$ cat src/rtl/sys_cfg_pkg.sv
// Bank layout helpers shared by the config register bank and its register cells.
package sys_cfg_pkg;

  // Widest register the lane-mask helper can serve (128-bit data).
  localparam int unsigned MAX_BYTES = 16;
  localparam int unsigned MAX_WIDTH = MAX_BYTES * 8;

  // Reads of unmapped words return this bit replicated across the data word.
  localparam logic UNMAPPED_BIT = 1'b0;

  // Word index of the W1C interrupt status register.
  function automatic int unsigned irq_stat_idx(input int unsigned rw_num, input int unsigned ro_num);
    return rw_num + ro_num;
  endfunction

  // Word index of the interrupt enable register.
  function automatic int unsigned irq_en_idx(input int unsigned rw_num, input int unsigned ro_num);
    return rw_num + ro_num + 1;
  endfunction

  // Expand byte enables into a bit mask, 8 bits per lane.
  function automatic logic [MAX_WIDTH-1:0] lane_mask(input logic [MAX_BYTES-1:0] be);
    logic [MAX_WIDTH-1:0] m;
    m = '0;
    for (int b = 0; b < int'(MAX_BYTES); b++) begin
      m[b*8 +: 8] = {8{be[b]}};
    end
    return m;
  endfunction

endpackage

$ cat src/rtl/cfg_reg_be.sv
// Single byte-writable register with a one-cycle update strobe.
module cfg_reg_be
  import sys_cfg_pkg::*;
#(
  parameter int unsigned           DATA_WIDTH = 32,
  parameter int unsigned           BYTE_NUM   = DATA_WIDTH / 8,
  parameter logic [DATA_WIDTH-1:0] RST_VALUE  = '0
) (
  input  logic                  clk,
  input  logic                  rstn,
  input  logic                  wr_en,
  input  logic [BYTE_NUM-1:0]   be,
  input  logic [DATA_WIDTH-1:0] din,
  output logic [DATA_WIDTH-1:0] q,
  output logic                  wr_pulse
);

  logic [DATA_WIDTH-1:0] mask_c;

  assign mask_c = DATA_WIDTH'(lane_mask(MAX_BYTES'(be)));

  // Merge enabled byte lanes; strobe is aligned with the new contents.
  always_ff @(posedge clk or negedge rstn) begin
    if (!rstn) begin
      q        <= RST_VALUE;
      wr_pulse <= 1'b0;
    end else begin
      wr_pulse <= wr_en;
      if (wr_en) begin
        q <= (q & ~mask_c) | (din & mask_c);
      end
    end
  end

endmodule

$ cat src/rtl/cfg_reg_bank.sv
// Parametrised RW/RO/IRQ register bank behind a BRAM controller port.
module cfg_reg_bank
  import sys_cfg_pkg::*;
#(
  parameter int unsigned                   ADDR_WIDTH = 32,
  parameter logic [ADDR_WIDTH-1:0]         BASE_ADDR  = ADDR_WIDTH'(32'h0001_0000),
  parameter int unsigned                   DATA_WIDTH = 32,
  parameter int unsigned                   BYTE_NUM   = DATA_WIDTH / 8,
  parameter int unsigned                   DEC_BITS   = 16,
  parameter int unsigned                   RW_NUM     = 8,
  parameter int unsigned                   RO_NUM     = 4,
  parameter int unsigned                   IRQ_NUM    = 8,
  parameter logic [RW_NUM*DATA_WIDTH-1:0]  RST_VAL    = '0
) (
  input  logic                         clk,
  input  logic                         rstn,
  input  logic                         bram_en,
  input  logic [BYTE_NUM-1:0]          bram_we,
  input  logic [ADDR_WIDTH-1:0]        bram_addr,
  input  logic [DATA_WIDTH-1:0]        bram_din,
  output logic [DATA_WIDTH-1:0]        bram_dout,
  output logic [RW_NUM*DATA_WIDTH-1:0] rw_reg,
  output logic [RW_NUM-1:0]            rw_wr_pulse,
  input  logic [RO_NUM*DATA_WIDTH-1:0] ro_reg,
  input  logic [IRQ_NUM-1:0]           irq_src,
  output logic                         irq
);

  localparam int unsigned LSB      = $clog2(BYTE_NUM);
  localparam int unsigned IDX_W    = DEC_BITS - LSB;
  localparam int unsigned TAG_W    = ADDR_WIDTH - DEC_BITS;
  localparam int unsigned STAT_IDX = irq_stat_idx(RW_NUM, RO_NUM);
  localparam int unsigned EN_IDX   = irq_en_idx(RW_NUM, RO_NUM);
  localparam logic [TAG_W-1:0]      BASE_TAG = BASE_ADDR[ADDR_WIDTH-1:DEC_BITS];
  localparam logic [DATA_WIDTH-1:0] IRQ_MASK = DATA_WIDTH'({IRQ_NUM{1'b1}});

  logic                  hit_c;
  logic                  wr_c;
  logic                  rd_c;
  logic [IDX_W-1:0]      idx_c;
  logic [DATA_WIDTH-1:0] rd_val_c;
  logic [DATA_WIDTH-1:0] clr_c;

  logic                  wr_vld;
  logic [IDX_W-1:0]      wr_idx;
  logic [BYTE_NUM-1:0]   wr_be;
  logic [DATA_WIDTH-1:0] wr_data;

  logic [DATA_WIDTH-1:0] irq_stat;
  logic [DATA_WIDTH-1:0] irq_en;
  logic                  unused_irq_en_pulse;

  // Exact tag match on all address bits above the window keeps the map alias-free.
  assign hit_c = bram_en && (bram_addr[ADDR_WIDTH-1:DEC_BITS] == BASE_TAG);
  assign idx_c = bram_addr[DEC_BITS-1:LSB];
  assign wr_c  = hit_c && (|bram_we);
  assign rd_c  = hit_c && !(|bram_we);

  if (LSB > 0) begin : g_lsb
    logic unused_addr_lsb;
    assign unused_addr_lsb = ^bram_addr[LSB-1:0];
  end

  // Write pipe stage: capture the access, retire it on the following edge.
  always_ff @(posedge clk or negedge rstn) begin
    if (!rstn) begin
      wr_vld  <= 1'b0;
      wr_idx  <= '0;
      wr_be   <= '0;
      wr_data <= '0;
    end else begin
      wr_vld <= wr_c;
      if (wr_c) begin
        wr_idx  <= idx_c;
        wr_be   <= bram_we;
        wr_data <= bram_din;
      end
    end
  end

  for (genvar gi = 0; gi < int'(RW_NUM); gi++) begin : g_rw
    cfg_reg_be #(
      .DATA_WIDTH (DATA_WIDTH),
      .BYTE_NUM   (BYTE_NUM),
      .RST_VALUE  (RST_VAL[gi*DATA_WIDTH +: DATA_WIDTH])
    ) u_rw (
      .clk      (clk),
      .rstn     (rstn),
      .wr_en    (wr_vld && (wr_idx == IDX_W'(gi))),
      .be       (wr_be),
      .din      (wr_data),
      .q        (rw_reg[gi*DATA_WIDTH +: DATA_WIDTH]),
      .wr_pulse (rw_wr_pulse[gi])
    );
  end

  // Enable bits beyond the implemented sources are never stored.
  cfg_reg_be #(
    .DATA_WIDTH (DATA_WIDTH),
    .BYTE_NUM   (BYTE_NUM),
    .RST_VALUE  ('0)
  ) u_irq_en (
    .clk      (clk),
    .rstn     (rstn),
    .wr_en    (wr_vld && (wr_idx == IDX_W'(EN_IDX))),
    .be       (wr_be),
    .din      (wr_data & IRQ_MASK),
    .q        (irq_en),
    .wr_pulse (unused_irq_en_pulse)
  );

  assign clr_c = (wr_vld && (wr_idx == IDX_W'(STAT_IDX)))
               ? (wr_data & DATA_WIDTH'(lane_mask(MAX_BYTES'(wr_be))))
               : '0;

  // Sticky status: a live source outranks a simultaneous write-1-to-clear.
  always_ff @(posedge clk or negedge rstn) begin
    if (!rstn) begin
      irq_stat <= '0;
    end else begin
      irq_stat <= ((irq_stat & ~clr_c) | DATA_WIDTH'(irq_src)) & IRQ_MASK;
    end
  end

  // Registered interrupt level.
  always_ff @(posedge clk or negedge rstn) begin
    if (!rstn) begin
      irq <= 1'b0;
    end else begin
      irq <= |(irq_stat & irq_en);
    end
  end

  // Read mux over the current register contents; status inputs sampled live.
  always_comb begin
    rd_val_c = {DATA_WIDTH{UNMAPPED_BIT}};
    for (int i = 0; i < int'(RW_NUM); i++) begin
      if (idx_c == IDX_W'(i)) rd_val_c = rw_reg[i*DATA_WIDTH +: DATA_WIDTH];
    end
    for (int i = 0; i < int'(RO_NUM); i++) begin
      if (idx_c == IDX_W'(RW_NUM + i)) rd_val_c = ro_reg[i*DATA_WIDTH +: DATA_WIDTH];
    end
    if (idx_c == IDX_W'(STAT_IDX)) rd_val_c = irq_stat;
    if (idx_c == IDX_W'(EN_IDX))   rd_val_c = irq_en;
  end

  // Read data register holds between reads.
  always_ff @(posedge clk or negedge rstn) begin
    if (!rstn) begin
      bram_dout <= '0;
    end else if (rd_c) begin
      bram_dout <= rd_val_c;
    end
  end

endmodule
$ cat config.mk
export PLATFORM = sky130hd
export DESIGN_NAME = cfg_reg_bank
export DESIGN_NICKNAME = d
export VERILOG_FILES = /design/src/rtl/sys_cfg_pkg.sv /design/src/rtl/cfg_reg_be.sv /design/src/rtl/cfg_reg_bank.sv
export SDC_FILE = /design/constraint.sdc
export NUM_CORES = 1
export LEC_CHECK = 0
export ABC_AREA = 1
export ABC_CLOCK_PERIOD_IN_PS = 2130
export CAP_MARGIN = 10
export CORE_UTILIZATION = 50
export CTS_CLUSTER_DIAMETER = 120
export CTS_CLUSTER_SIZE = 14
export DETAILED_ROUTE_END_ITERATION = 16
export PLACE_DENSITY = 0.81
export SLEW_MARGIN = 20
export SYNTH_ARGS = -nofsm -noshare
export SYNTH_HDL_FRONTEND = slang
export SYNTH_HIERARCHICAL = 1
export SYNTH_SLANG_ARGS = --single-unit
$ cat constraint.sdc
create_clock -name clk -period 2.13 [get_ports clk]
set_input_delay 0.213 -clock clk [delete_from_list [all_inputs] [get_ports clk]]
set_output_delay 0.213 -clock clk [all_outputs]
set_load 0.005 [all_outputs]
Word level (Yosys, flattened, before mapping):

Cells that the tools add are included.

* add/sub/neg operators: 0
* multipliers: 0
* divide/modulo/power cells: 0
* magnitude comparators: 0
* eq/ne operators: 23
* shift-type cells: 0
* multiplexer cells: 15
* bitwise gates (word level): 25
* reduce and logical (&&, ||, !) cells: 18

Operator list (count)
* 32-bit 2-to-1 mux: 14
* 32-bit AND: 10
* 32-bit OR: 9
* 14-bit by 3-bit equality test with 1-bit output, second input constant: 8
* 14-bit by 4-bit equality test with 1-bit output, second input constant: 8
* 8-bit by 32-bit AND with 32-bit output: 2
* 14-bit by 2-bit equality test with 1-bit output, second input constant: 4
* 32-bit NOT: 1
* 32-bit OR reduction: 1
* 14-bit by 1-bit equality test with 1-bit output, second input constant: 2
* 14-bit zero test: 2
* 16-bit by 1-bit equality test with 1-bit output, second input constant: 1
* 1-bit logical AND: 13
* 8-bit AND: 1
* 8-bit 2-to-1 mux: 1
* 8-bit NOT: 1
* 8-bit OR: 1
* 4-bit OR reduction: 1
* 1-bit zero test: 1

* register bits: 388
* latch bits: 0
* bits in writable memories: 0
* bits in read-only memories: 0
* bits of input ports: 207
* output and inout port bits: 297
* logic and storage cells: 105
* memories: 0

Longest topological paths before layout:

Gate-level depths: netlist of run 1.

* depth after elaboration: 15
* mapped depth: 16
* gate-level depth less buffers: 15

Hierarchy:

The synthesis of run 1 kept the hierarchy.

By module, submodules not included
* cfg_reg_be: instances 9, cells an instance 141, area each 1387.6 µm², seq. area each 825.8 µm²
* cfg_reg_bank: instances 1, cells an instance 1329, area each 7734.9 µm², seq. area each 2302.2 µm²

Worst setup path after synthesis of run 1:

No wires, ideal clock.

* kind: register to register
* from: register wr_idx[11]
* to: register (tool-made name)
* library setup time: 117 ps
* arrival time: 1675 ps
* data required time: 2013 ps
* path slack: 338 ps
* cell stages (with the launch flop): 11
* buffers on the path: 1
* clock period less this slack: 1792 ps
* cell sequence: dfrtp_1 -> nor4_1 -> nor3b_1 -> nand3_1 -> inv_1 -> nand2_1 -> nor3_1 -> buf_6 -> nand2_2 -> nand2_1 -> nand2_1

RTL lines
* from (decl): line cfg_reg_bank.sv:45 `logic [IDX_W-1:0] wr_idx;`
* from (signal assigned): line cfg_reg_bank.sv:74 `wr_idx <= idx_c;`

==> results of run 1 <==
==> power groups by stage <==
stage	registers, mW	logic, mW	clock network, mW
after floorplan	7.51	0.0588	0
after CTS	7.36	0.712	5.42
after detailed placement	7.51	0.706	0
after global routing	7.36	0.777	5.69
after global placement	7.51	0.703	0
final	7.36	0.721	5.41
==> layer usage <==
| metal | up-vias | global-route usage | wire [um] |
|---|---|---|---|
| met3 | 272 | 0.0682 | 7690 |
| met2 | 1278 | 0.640 | 39800 |
| met1 | 10300 | 0.508 | 31700 |
| met4 | 4 | 0.165 | 4240 |
| li1 | 9574 | - | - |
| met5 | - | 0 | 29 |
==> worst max-delay path, cell delays in order (launching register included) <==
cell and delay, ns:
dfrtp_1 0.39, nor4_1 0.25, nor3b_2 0.24, buf_4 0.14
nand4_1 0.09, buf_6 0.16, nor3_4 0.28, buf_6 0.16
clkbuf_16 0.14, buf_6 0.11, nand3_2 0.05, nand2_1 0.10
==> worst paths after layout <==
path                               start                    endpoint  cells past startpoint
setup reg to reg              wr_idx[12]                    register                     11
min in group asynchronous           rstn  asynchronous set/reset pin                      2
max in group asynchronous           rstn                    wr_be[2]                      3
hold reg to reg                 register                    register                      2
setup / recovery              wr_idx[12]                    register                     11
hold / removal             bram_addr[13]                  wr_idx[11]                      3
==> area by class of cell <==
cell class	count	area (um2)	share of cell area
tap	525	657	0.0230
timing repair buffer	735	7620	0.266
inverter	157	593	0.0207
sequential	388	9720	0.340
multi-input combinational	1935	9210	0.322
clock buffer	33	783	0.0274
clock inverter	2	38.8	0.00136
==> timing repair <==
action | 4_1_cts | 5_1_grt
hold endpoints to repair | 267 | 3
hold buffers | 1 | 3
cloned | 1 | 7
setup buffers | 2 | 33
pin swaps | 1 | 40
endpoints found under the setup margin | 138 | 270
resized for setup | 9 | 94
==> stage by stage <==
| stage | power (mW) | worst slack [ns] | hold WS [ns] | utilization |
|---|---|---|---|---|
| after global routing | 13.8 | -0.176 | 0.00402 | 0.719 |
| after global placement | 8.21 | -0.775 | 0.173 | 0.675 |
| final | 13.5 | -0.0560 | -0.0182 | 0.719 |
| after detailed placement | 8.21 | -0.835 | 0.179 | 0.675 |
| after CTS | 13.5 | 0.00269 | 0.134 | 0.698 |
| after floorplan | 7.57 | 0.338 | -0.0826 | - |
==> out/results.txt, run 1 <==
# setup viols final: 23
most frequent cells in the layout: nand2_1 (1003), clkdlybuf4s50_1 (495), dfrtp_1 (384)
DR vias/cell: 5.68
CTS root buffer: clkbuf_16
Die ar.: 41200 um2
Worst Path Required: 2.66 ns
status: finished, violations left
Ys Warns: 6
Final min period: 2.19 ns
DRT antenna net count: 0
antenna cell count: 0
CTS HTree Levels: 1
P_int: 10.5 mW
Reg power frac: 0.546
worst vdd ir: 874 uV
vias: 21500
crit-path max FO: 6
initial antenna violation count: 2
Sw Ratio: 0.225
global-route usage over all layers: 0.390
core area: 39800 um2
min-delay worst type: input pin to register
Post-Syn Area: 20200 um2
CTS Buf Count: 31
period utilisation layout: 1.03
Initial DRT Pass Iterations: 7
cell count after synthesis: 2597
Hold Violations, Final: 1
remaining global-route overflow: 0
syn_area_per_cell: 7.78 um2
CTS Buffer Depth: 3
setup tns final: -0.500 ns
Worst EP arrival: 2.71 ns
DP Area: 26900 um2
P_leak: 14.0 nW
Area Overhead vs Synth: 41.7%
Layout fillers: 3205
fmax: 0.457 GHz
# port buffers: 501
commonest non-fill, non-tap cell in the layout: nand2_1
die extent in x: 203 um
Slew HR: 0.391
largest net degree at the start of global routing: 77
WHS: -0.0182 ns
critical setup path kind: register to register
standard-cell rows: 73
I/O pin cnt: 504
Clk Latency, worst-skew pair: 0.61 ns
Die Span Y: 203 um
share of cells above drive strength 1: 0.150
Starting DRT DRC Count: 2194
total clock sinks: 388
Worst Skew: 0.0239 ns
Wirelength per Cell: 22.1 um
layout net count: 3455
final wirelength: 83500 um
TritonCTS clock tree: done
worst reg2reg setup slack: -0.06 ns
DRC viols: 0
max cap viols: 0
first-pass GRT wire length: 122000 um
max-slew violations: 0
Post-DP HPWL: 61700 um
Startpoint Class: register
RePlAce Congestion: 0.993
Final Instance Area: 28600 um2
Clk pwr share: 0.401
worst setup margin: -0.0560 ns
initial core utilization: 0.507
pwr dens: 472 nW/um2
non-filler instance count after layout: 3775
Placed Cells: 3695
CP Capture Type: register
number of global-route vias before repair: 20600
failing checks: hold timing, setup timing
clk slew on worst S/H paths: 0.07 ns
Worst-Margin Slew: 0.914 ns
Sw Pwr: 3.03 mW
RSZ-0062 raised after global routing: true
combinational share of power: 0.053
Note: power is estimated with default switching activity, not from simulation.
==> inputs of run 2 (changes only) <==
==> constraint.sdc (replaced) <==
create_clock -name clk -period 2.13 [get_ports clk]
set_input_delay 0.213 -clock clk [delete_from_list [all_inputs] [get_ports clk]]
set_output_delay 0.213 -clock clk [all_outputs]
set_load 0.01 [all_outputs]
==> results of run 2 <==
Same layout as run 1 (identical final DEF). Status: finished, violations left: hold timing, setup timing.
